==> src/rtl/arm_mem_pkg.sv <==
// Shared types and constants for the MEM-stage controller that drives the external 16-bit SRAM.
package arm_mem_pkg;

  localparam int          SRAM_DW        = 16;
  localparam logic [31:0] BASE_ADDR_DEF  = 32'd1024;
  localparam logic [31:0] ALIGN_ERR_WORD = 32'hDEAD_BEEF;

  typedef enum logic [2:0] {
    IDLE,
    RD_LO,
    RD_HI,
    WR_LO,
    WR_HI,
    DONE
  } mem_state_e;

  function automatic logic is_phase(mem_state_e s);
    return (s == RD_LO) || (s == RD_HI) || (s == WR_LO) || (s == WR_HI);
  endfunction

endpackage

==> src/rtl/sram_phase_timer.sv <==
// Per-phase wait timer: reloads to WAIT_CYCLES-1 on entry to a phase and flags the phase's last cycle.
module sram_phase_timer #(
  parameter int WAIT_CYCLES = 1
) (
  input  logic clk,
  input  logic rst,
  input  logic load,
  output logic last
);

  localparam int            CW       = (WAIT_CYCLES > 1) ? $clog2(WAIT_CYCLES) : 1;
  localparam logic [CW-1:0] LOAD_VAL = CW'(WAIT_CYCLES - 1);

  logic [CW-1:0] count;

  // NOTE: state registers use non-blocking assignments so every flop samples pre-edge values.
  always_ff @(posedge clk) begin
    if (rst) begin
      count <= '0;
    end else if (load) begin
      count <= LOAD_VAL;
    end else if (count != '0) begin
      count <= count - 1'b1;
    end
  end

  assign last = (count == '0);

endmodule

==> src/rtl/sram_controller.sv <==
// Sequences 32-bit MEM-stage accesses onto a 16-bit async SRAM as two halfword phases and freezes the pipeline.
// Optional build macro SRAM_ALIGN_CHK_EN adds misaligned-address detection and the err port.
module sram_controller
  import arm_mem_pkg::*;
#(
  parameter int          SRAM_AW     = 18,
  parameter int          WAIT_CYCLES = 1,
  parameter logic [31:0] BASE_ADDR   = BASE_ADDR_DEF
) (
  input  logic               clk,
  input  logic               rst,
  input  logic               mem_r_en,
  input  logic               mem_w_en,
  input  logic [31:0]        address,
  input  logic [31:0]        wdata,
  output logic [31:0]        rdata,
  output logic               ready,
  output logic               freeze,
  output logic [SRAM_AW-1:0] sram_addr,
  output logic [SRAM_DW-1:0] sram_dq_out,
  output logic               sram_dq_oe,
  input  logic [SRAM_DW-1:0] sram_dq_in,
  output logic               sram_ce_n,
  output logic               sram_oe_n,
  output logic               sram_we_n,
  output logic               sram_ub_n,
  output logic               sram_lb_n
`ifdef SRAM_ALIGN_CHK_EN
  ,
  output logic               err
`endif
);

  mem_state_e         state, state_nxt;
  logic               req;
  logic               last;
  logic               load;
  logic               misaligned;
  logic               hi_half;
  logic [SRAM_AW-2:0] word_idx;

  assign req      = mem_r_en | mem_w_en;
  // Out-of-range addresses wrap: the cast keeps only the low SRAM_AW-1 word-index bits.
  assign word_idx = (SRAM_AW-1)'((address - BASE_ADDR) >> 2);
  assign hi_half  = (state == RD_HI) || (state == WR_HI);

`ifdef SRAM_ALIGN_CHK_EN
  logic err_q;

  assign misaligned = |address[1:0];

  always_ff @(posedge clk) begin
    if (rst) begin
      err_q <= 1'b0;
    end else if (state == IDLE && req) begin
      err_q <= misaligned;
    end
  end

  assign err = (state == DONE) && err_q;
`else
  assign misaligned = 1'b0;
`endif

  always_ff @(posedge clk) begin
    if (rst) begin
      state <= IDLE;
    end else begin
      state <= state_nxt;
    end
  end

  // NOTE: every always_comb output gets a default first, so no path can infer a latch.
  always_comb begin
    state_nxt = state;
    unique case (state)
      IDLE: begin
        if (req) begin
          if (misaligned)    state_nxt = DONE;
          else if (mem_w_en) state_nxt = WR_LO;
          else               state_nxt = RD_LO;
        end
      end
      RD_LO:   if (last) state_nxt = RD_HI;
      RD_HI:   if (last) state_nxt = DONE;
      WR_LO:   if (last) state_nxt = WR_HI;
      WR_HI:   if (last) state_nxt = DONE;
      DONE:    state_nxt = IDLE;
      default: state_nxt = IDLE;
    endcase
  end

  // Reload the timer on entry to each halfword phase, including the LO->HI hand-over.
  assign load = is_phase(state_nxt) && (state_nxt != state);

  sram_phase_timer #(
    .WAIT_CYCLES(WAIT_CYCLES)
  ) u_timer (
    .clk (clk),
    .rst (rst),
    .load(load),
    .last(last)
  );

  always_ff @(posedge clk) begin
    if (rst) begin
      rdata <= '0;
    end else if (state == IDLE && req && misaligned) begin
      rdata <= ALIGN_ERR_WORD;
    end else if (state == RD_LO && last) begin
      rdata[15:0] <= sram_dq_in;
    end else if (state == RD_HI && last) begin
      rdata[31:16] <= sram_dq_in;
    end
  end

  always_comb begin
    sram_addr   = '0;
    sram_dq_out = '0;
    sram_dq_oe  = 1'b0;
    sram_ce_n   = 1'b1;
    sram_oe_n   = 1'b1;
    sram_we_n   = 1'b1;
    sram_ub_n   = 1'b1;
    sram_lb_n   = 1'b1;
    unique case (state)
      RD_LO, RD_HI: begin
        sram_addr = {word_idx, hi_half};
        sram_ce_n = 1'b0;
        sram_oe_n = 1'b0;
        sram_ub_n = 1'b0;
        sram_lb_n = 1'b0;
      end
      WR_LO, WR_HI: begin
        sram_addr   = {word_idx, hi_half};
        sram_ce_n   = 1'b0;
        sram_ub_n   = 1'b0;
        sram_lb_n   = 1'b0;
        sram_dq_oe  = 1'b1;
        sram_dq_out = hi_half ? wdata[31:16] : wdata[15:0];
        // With multi-cycle phases the last cycle lets we_n rise before the address moves.
        sram_we_n   = (WAIT_CYCLES > 1) ? last : 1'b0;
      end
      default: ;
    endcase
  end

  assign ready  = (state == DONE) || (state == IDLE && !req);
  assign freeze = req && !ready;

endmodule
==> config.mk <==
export PLATFORM = sky130hd
export DESIGN_NAME = sram_controller
export DESIGN_NICKNAME = d
export VERILOG_FILES = /design/src/rtl/arm_mem_pkg.sv /design/src/rtl/sram_phase_timer.sv /design/src/rtl/sram_controller.sv
export SDC_FILE = /design/constraint.sdc
export NUM_CORES = 1
export LEC_CHECK = 0
export BUFFER_PORTS_ARGS = -buffer_cell sky130_fd_sc_hd__buf_2
export CAP_MARGIN = 20
export CORE_UTILIZATION = 35
export DETAILED_ROUTE_END_ITERATION = 10
export PLACE_DENSITY = 0.84
export SLEW_MARGIN = 10
export SYNTH_ARGS = -nofsm -noshare
export SYNTH_HDL_FRONTEND = slang
export SYNTH_SLANG_ARGS = --single-unit
==> constraint.sdc <==
create_clock -name clk -period 4.1 [get_ports clk]
set_input_delay 0.205 -clock clk [delete_from_list [all_inputs] [get_ports clk]]
set_output_delay 0.205 -clock clk [all_outputs]
set_load 0.01 [all_outputs]
# After elaboration in Yosys (flattened, before gate mapping)
# Index checks and enable logic that the tools add are counted.
# W data, S select, Z words.
totals:
  ff_bits: 36
  wordCells: 51
op_classes:
  n_addsub: 2
  eq_ne: 10
  mux: 13
  n_bitwise: 3
  reduce_logical: 19
ops:
  columns: ["operator", "count"]
  rows:
  - ["$mux W16", 2]
  - ["$sub A19 B11 Y19 const B", 1]
  - ["$mux W18", 1]
  - ["$eq A3 B2 Y1 const B", 4]
  - ["$mux W3", 4]
  - ["$pmux W3 S4", 1]
  - ["$eq A3 B3 Y1 const B", 3]
  - ["$eq A3 B1 Y1 const B", 2]
  - ["$reduce_or A2 Y1", 3]
  - ["$logic_and A1 B1 Y1", 5]
  - ["$logic_or A1 B1 Y1", 5]
  - ["$mux W1", 4]
  - ["$reduce_or A4 Y1", 1]
  - ["$logic_not A3 Y1", 1]
  - ["$ne A3 B3 Y1", 1]
  - ["$reduce_or A3 Y1", 1]
  - ["$logic_not A1 Y1", 2]
  - ["$mux W2", 1]
  - ["$not A1 Y1", 2]
  - ["$reduce_and A2 Y1", 1]
  - ["$or A1 B1 Y1", 1]
  - ["$sub A1 B1 Y1 const B", 1]

# Longest topological paths before layout
depth:
  depth_word: 9
  mapped_depth: 6

# Hierarchy
# A second synthesis with hierarchy kept.
unflattened:
  hier_cells: 244
  hier_area_um2: 1849.3
by_module_without_submodules:
  columns: ["mod", "instances", "cells_per_inst", "area_per_inst_um2", "seq_area_each_um2"]
  rows:
  - ["sram_controller", 1, 241, 1821.7, 700.7]
  - ["sram_phase_timer", 1, 3, 27.5, 20.0]

# Worst setup path before layout
# OpenSTA, ideal clock, no wires.
synth_path:
  kind: "input to output"
  startpoint: "input port address[10]"
  endpoint: "output port sram_addr[17]"
  arrival_ps: 1454
  required_ps: 3895
  path_slack_ps: 2441
  path_stages: 5
  cell_sequence: "inv_1 > ha_1 > or3b_1 > or4_1 > a21oi_1"
synth_between:
  elab_chain_len: 2
synth_rtl:
  columns: ["element", "line", "text"]
  rows:
  - ["start, declared", "sram_controller.sv:14", "input logic [31:0] address,"]
  - ["$sub A19 B11 Y19", "sram_controller.sv:44", "assign word_idx = (SRAM_AW-1)'((address - BASE_ADDR) >> 2);"]
  - ["$mux W18", "sram_controller.sv:126", "unique case (state)"]
  - ["end, declared", "sram_controller.sv:19", "output logic [SRAM_AW-1:0] sram_addr,"]
# No other way between the ends.

# Worst setup path after layout
layout_path:
  startpoint: "register state[2]"
  endpoint: "output port sram_dq_out[1]"
layout_between:
  elab_chain_len: 4
  elab_cells_between_ends: 7
  cone_classes: "eq/ne: 3; mux: 2; reduce/logical: 2"
layout_rtl:
  columns: ["element", "line", "text"]
  rows:
  - ["start, declared", "sram_controller.sv:34", "mem_state_e state, state_nxt;"]
  - ["start signal, assigned", "sram_controller.sv:69", "state <= state_nxt;"]
  - ["$eq A3 B2 Y1 / $eq A3 B3 Y1 (equally long branches)", "sram_controller.sv:45, sram_controller.sv:126", null]
  - ["$logic_or A1 B1 Y1", "sram_controller.sv:45", "assign hi_half = (state == RD_HI) || (state == WR_HI);"]
  - ["$mux W16", "sram_controller.sv:140", "sram_dq_out = hi_half ? wdata[31:16] : wdata[15:0];"]
  - ["$mux W16 (*)", "sram_controller.sv:126", null]
  - ["end, declared", "sram_controller.sv:20", "output logic [SRAM_DW-1:0] sram_dq_out,"]
# Every way passes the cells marked *; elsewhere a longest branch is shown, timed or not.

==> results summary <==
The post-cts hold buffer count came out at 0. The remaining design rule violation count is 0. Synthesis handed over a netlist of 237 instances. The fraction of power consumed by sequential logic is 43.6%. The synthesized design spends more area on one cell type than any other, namely dfxtp_1. STA puts the critical path data required time at 3.89 ns. The global placement routability congestion came out at 0.780. The number of nets in the synthesized netlist is 322. The maximum buffer depth of the clock tree came out at 2. Setup repair after global routing left no endpoint under its margin. For this run, the number of standard cells in the final layout without fillers is 437. The worst setup path is of the reg -> out kind.

The maximum single-stage delay on the critical path is 0.94 ns. The routed via count is 2100. The final design area excluding fillers came out at 2620 sq um. The horizontal extent of the die came out at 74.7 um. The slowest stage of the critical path belongs to the cell nor3b_2. The worst supply voltage drop on vdd came out at 0.226 mV. Net switching is 31.6% of the power. The worst register-to-register path has a setup slack of 2.19 ns. The maximum fanout along the worst path came out at 19. Traced cell by cell, the critical path runs through nor3b_2 > a22o_1 > buf_2. The summed instance area of the synthesized netlist came out at 1850 sq um. The final setup slack of the worst path came out at 1.56 ns. Prior to clock tree synthesis, the placed netlist has a worst setup slack of 1.82 ns. The sequential cell area fraction in the yosys report came out at 39.0%. The area growth from synthesis to layout is 41.6%. The final count of pins violating max slew came out at 0. Summed over all layers, the routed wires come to 4.98 mm. The transition time of the tightest slew-check pin came out at 1.03 ns. The synthesis warning total is 0. The met1 demand-to-capacity share in global routing came out at 19.2%.

The synthesized area divided by synthesized cell count is 7.80 sq um. The area of the placeable core is 5110 sq um. In this run, the clock network consumes 28.0% of the power. The detailed placer's ending HPWL is 3.77 mm.

The H-tree depth came out at 2. The violation count after the first detailed-route iteration is 75. The met3 track utilization from global routing is 2.41%. The die covers 5570 sq um. In the global route stage, overall resource usage came out at 16.7%. The nature of the critical path endpoint is a primary output. The leakage power total is 1.30 nW.

The later-pin clock latency in the skew report is 0.28 ns. The portion of the clock cycle consumed by the worst path in the final layout is 61.9%. In the global route stage, met2 resource usage came out at 31.9%. The switching power summed over all nets came out at 0.000286 W. The floorplan die height came out at 74.7 um. The power per standard cell area is 346 nW/um^2. The number of I/O pins is 158. The number of antenna violations at the first check in global routing was 0. The per-cell routed wire length is 11.4 um. The number of hold-slack violations in the final timing report was 0.

The worst hold path endpoint is rdata[11]$_SDFFE_PP0P_. Yosys attributes the largest share of cell area to dfxtp_1 (39%), nand2_1 (13%), a21oi_1 (11%), a22o_1 (7.6%), and3_1 (2.7%). After global routing the overflow that remains totals 0. The timing-limited maximum frequency came out at 394 MHz. The worst path arrival time is 2.33 ns. The number of global-route vias before repair came to 1641. The aggregate negative setup slack came out at 0 ns. The internal portion of total power came out at 0.000619 W.

The total clock buffers created by CTS is 5. The ratio of cells with drive above 1 in the final layout came out at 43.3%. The number of cells on the worst reg-to-reg path is 3. The number of sinks on the clock net is 36. The final setup skew is 0.00442 ns.

The number of instances on the worst hold path is 3. The startpoint identified for the worst hold timing path is sram_dq_in[11]. The CTS tree is built.

The share of the synthesized area in the top cell type is 39.0%. After the last flow step, the layout net total stands at 451. The number of instances resized during post-cts repair is 0. The number of different library cells in the post-synthesis netlist came out at 38. Buffers placed on the I/O ports in this run total 142. The number of max-cap violations came out at 0. The worst hold path belongs to the class in -> reg. The combinational share of power came out at 28.4%. In this run the critical register-to-register path is captured at state[2]$_SDFF_PP0_. The setup-violating endpoint count in the final report came out at 0. The headroom to the max-slew limit came out at 30.8%. The global-route layer with the greatest usage is met2. The floorplan has 26 rows. The cell sitting at the root of the clock tree is a clkbuf_8. The type of origin of the critical path is a flip-flop. After clock tree synthesis, the clock-pin slew on the worst setup and hold paths is 0.07 ns. The post-CTS repair timing setup buffer count is 0.

The starting utilization of the core area is 36.2%. The flow ran to the end, and the final reports show no timing, DRC or antenna violations. The repair_antennas step left the layout with diodes totalling 0. The first-pass GRT wire length is 7.30 mm. Measured on the finished design, the core utilization comes to 51.2%. The count of nets left with antenna violations once routing finished came out at 0.

The number of filler instances in the final layout came out at 514. The post-detailed-route via-to-cell ratio came out at 4.81. The clock period minus final worst setup slack is 2.54 ns. Entering global routing, the biggest net connects 36 pins.

The number of register bits inferred by synthesis came out at 36. The total iterations of the first detailed-routing run came out at 4. The instance area after placement is 2520 sq um. In this run the critical register-to-register path is launched from state[2]$_SDFF_PP0_. The instance count after placement with tap cells included came out at 429.
==> power groups by stage <==
stage          clock (W)  sequential, W  combinational (W)
2_1_floorplan          0       0.000397           0.000164
3_3_place_gp           0       0.000401           0.000253
3_5_place_dp           0       0.000403           0.000258
4_1_cts         0.000263       0.000394           0.000259
5_1_grt         0.000279       0.000399           0.000280
6_report        0.000253       0.000395           0.000257
==> cells by family after synthesis <==
family | Yosys count | synth area share (%)
AO/OA/AOI/OAI | 67 | 22.6
XOR/XNOR | 4 | 1.90
adder cells (fa/ha/maj) | 1 | 0.677
buffers and inverters | 23 | 7.24
flip-flops | 36 | 39.0
other | 1 | 0.203
AND/OR/NAND/NOR | 105 | 28.4
==> per-stage QoR <==
| step | power [W] | hold slack [ns] |
|---|---|---|
| after global routing | 0.000958 | 0.161 |
| after floorplan | 0.000561 | 0.341 |
| after global placement | 0.000655 | 0.439 |
| after detailed placement | 0.000661 | 0.443 |
| final | 0.000905 | 0.166 |
| after CTS | 0.000917 | 0.156 |
==> state kept, by name, summed over array words and instances, names as in the netlist <==
register / cells
rdata: 32
state: 3
u_timer.count: 1
==> critical path, delay by kind of cell, from the launching register on <==
kind / cells / cell delay (ns)
AOI/OAI and AO/OA: 1 / 0.27
buffers and inverters: 1 / 0.14
DFF: 1 / 0.71
and+or+nand+nor: 1 / 0.94
==> cells in the final DEF (no fill, tap or decap) <==
cell type and n:
clkinv_2 2, nand2b_1 1, a2111oi_0 1, o21ai_1 1
o31ai_1 3, inv_1 3, a22o_1 16, nor2b_1 2
nor2_1 10, a21oi_2 1, o21ai_0 3, nor2_2 1
or3_1 5, or3b_1 1, or4b_1 2, buf_2 142
a221oi_1 1, a21oi_1 39, nor3b_2 1, nor4_1 1
a31oi_1 1, nand2_2 1, clkbuf_8 6, or4_4 1
xor2_1 2, or2_2 2, xnor2_1 2, or4_1 1
nand2_1 66, ha_1 1, dfxtp_1 36, conb_1 1
nor4b_4 2, and3_1 8, a211oi_1 1
==> layer usage <==
| metal | vias to the layer above | share of wire [%] |
|---|---|---|
| li1 | 1072 | - |
| met1 | 926 | 40 |
| met2 | 91 | 54 |
| met3 | 11 | 5.3 |
| met4 | 0 | 1.3 |
| met5 | - | 0 |
==> worst max path at each step <==
stage | from | end | slack [ns] | cells after the start
6_report | state[2]$_SDFF_PP0_ | sram_dq_out[1] | 1.56 | 3
3_5_place_dp | state[2]$_SDFF_PP0_ | sram_dq_out[1] | 1.82 | 3
5_1_grt | state[2]$_SDFF_PP0_ | sram_dq_out[1] | 1.34 | 3
3_3_place_gp | state[2]$_SDFF_PP0_ | sram_dq_out[1] | 1.88 | 3
2_1_floorplan | address[10] | sram_addr[17] | 2.44 | 5
4_1_cts | state[2]$_SDFF_PP0_ | sram_dq_out[1] | 1.50 | 3
==> cells in the mapped netlist <==
cell and n:
nor2_1 10, buf_2 6, a2111oi_0 1, buf_1 1, clkbuf_2 2, clkbuf_1 4
xnor2_1 2, o31ai_1 3, a211oi_1 1, buf_4 4, a21oi_1 39, nor2b_1 2
nand2_2 1, or2_2 2, a22o_1 16, or4_4 1, buf_6 3, or3_1 5
or4b_1 2, or3b_1 1, and3_1 8, nand2_1 66, nor4_1 1, dfxtp_1 36
inv_1 3, xor2_1 2, or4_1 1, nor3b_2 1, nor4b_4 2, a221oi_1 1
nor2_2 1, o21ai_0 3, a21oi_2 1, conb_1 1, o21ai_1 1, nand2b_1 1
ha_1 1, a31oi_1 1
==> layout make-up <==
class	count	area (sq um)	share of cell area, %
Timing Repair Buffer	142	711	27.2
Multi-Input combinational cell	178	993	38.0
Sequential cell	36	721	27.5
Clock inverter	2	10.0	0.383
Tap cell	70	87.6	3.35
Clock buffer	6	82.6	3.16
Inverter	3	11.3	0.430
No activity file was read; power rests on OpenSTA's default activity.
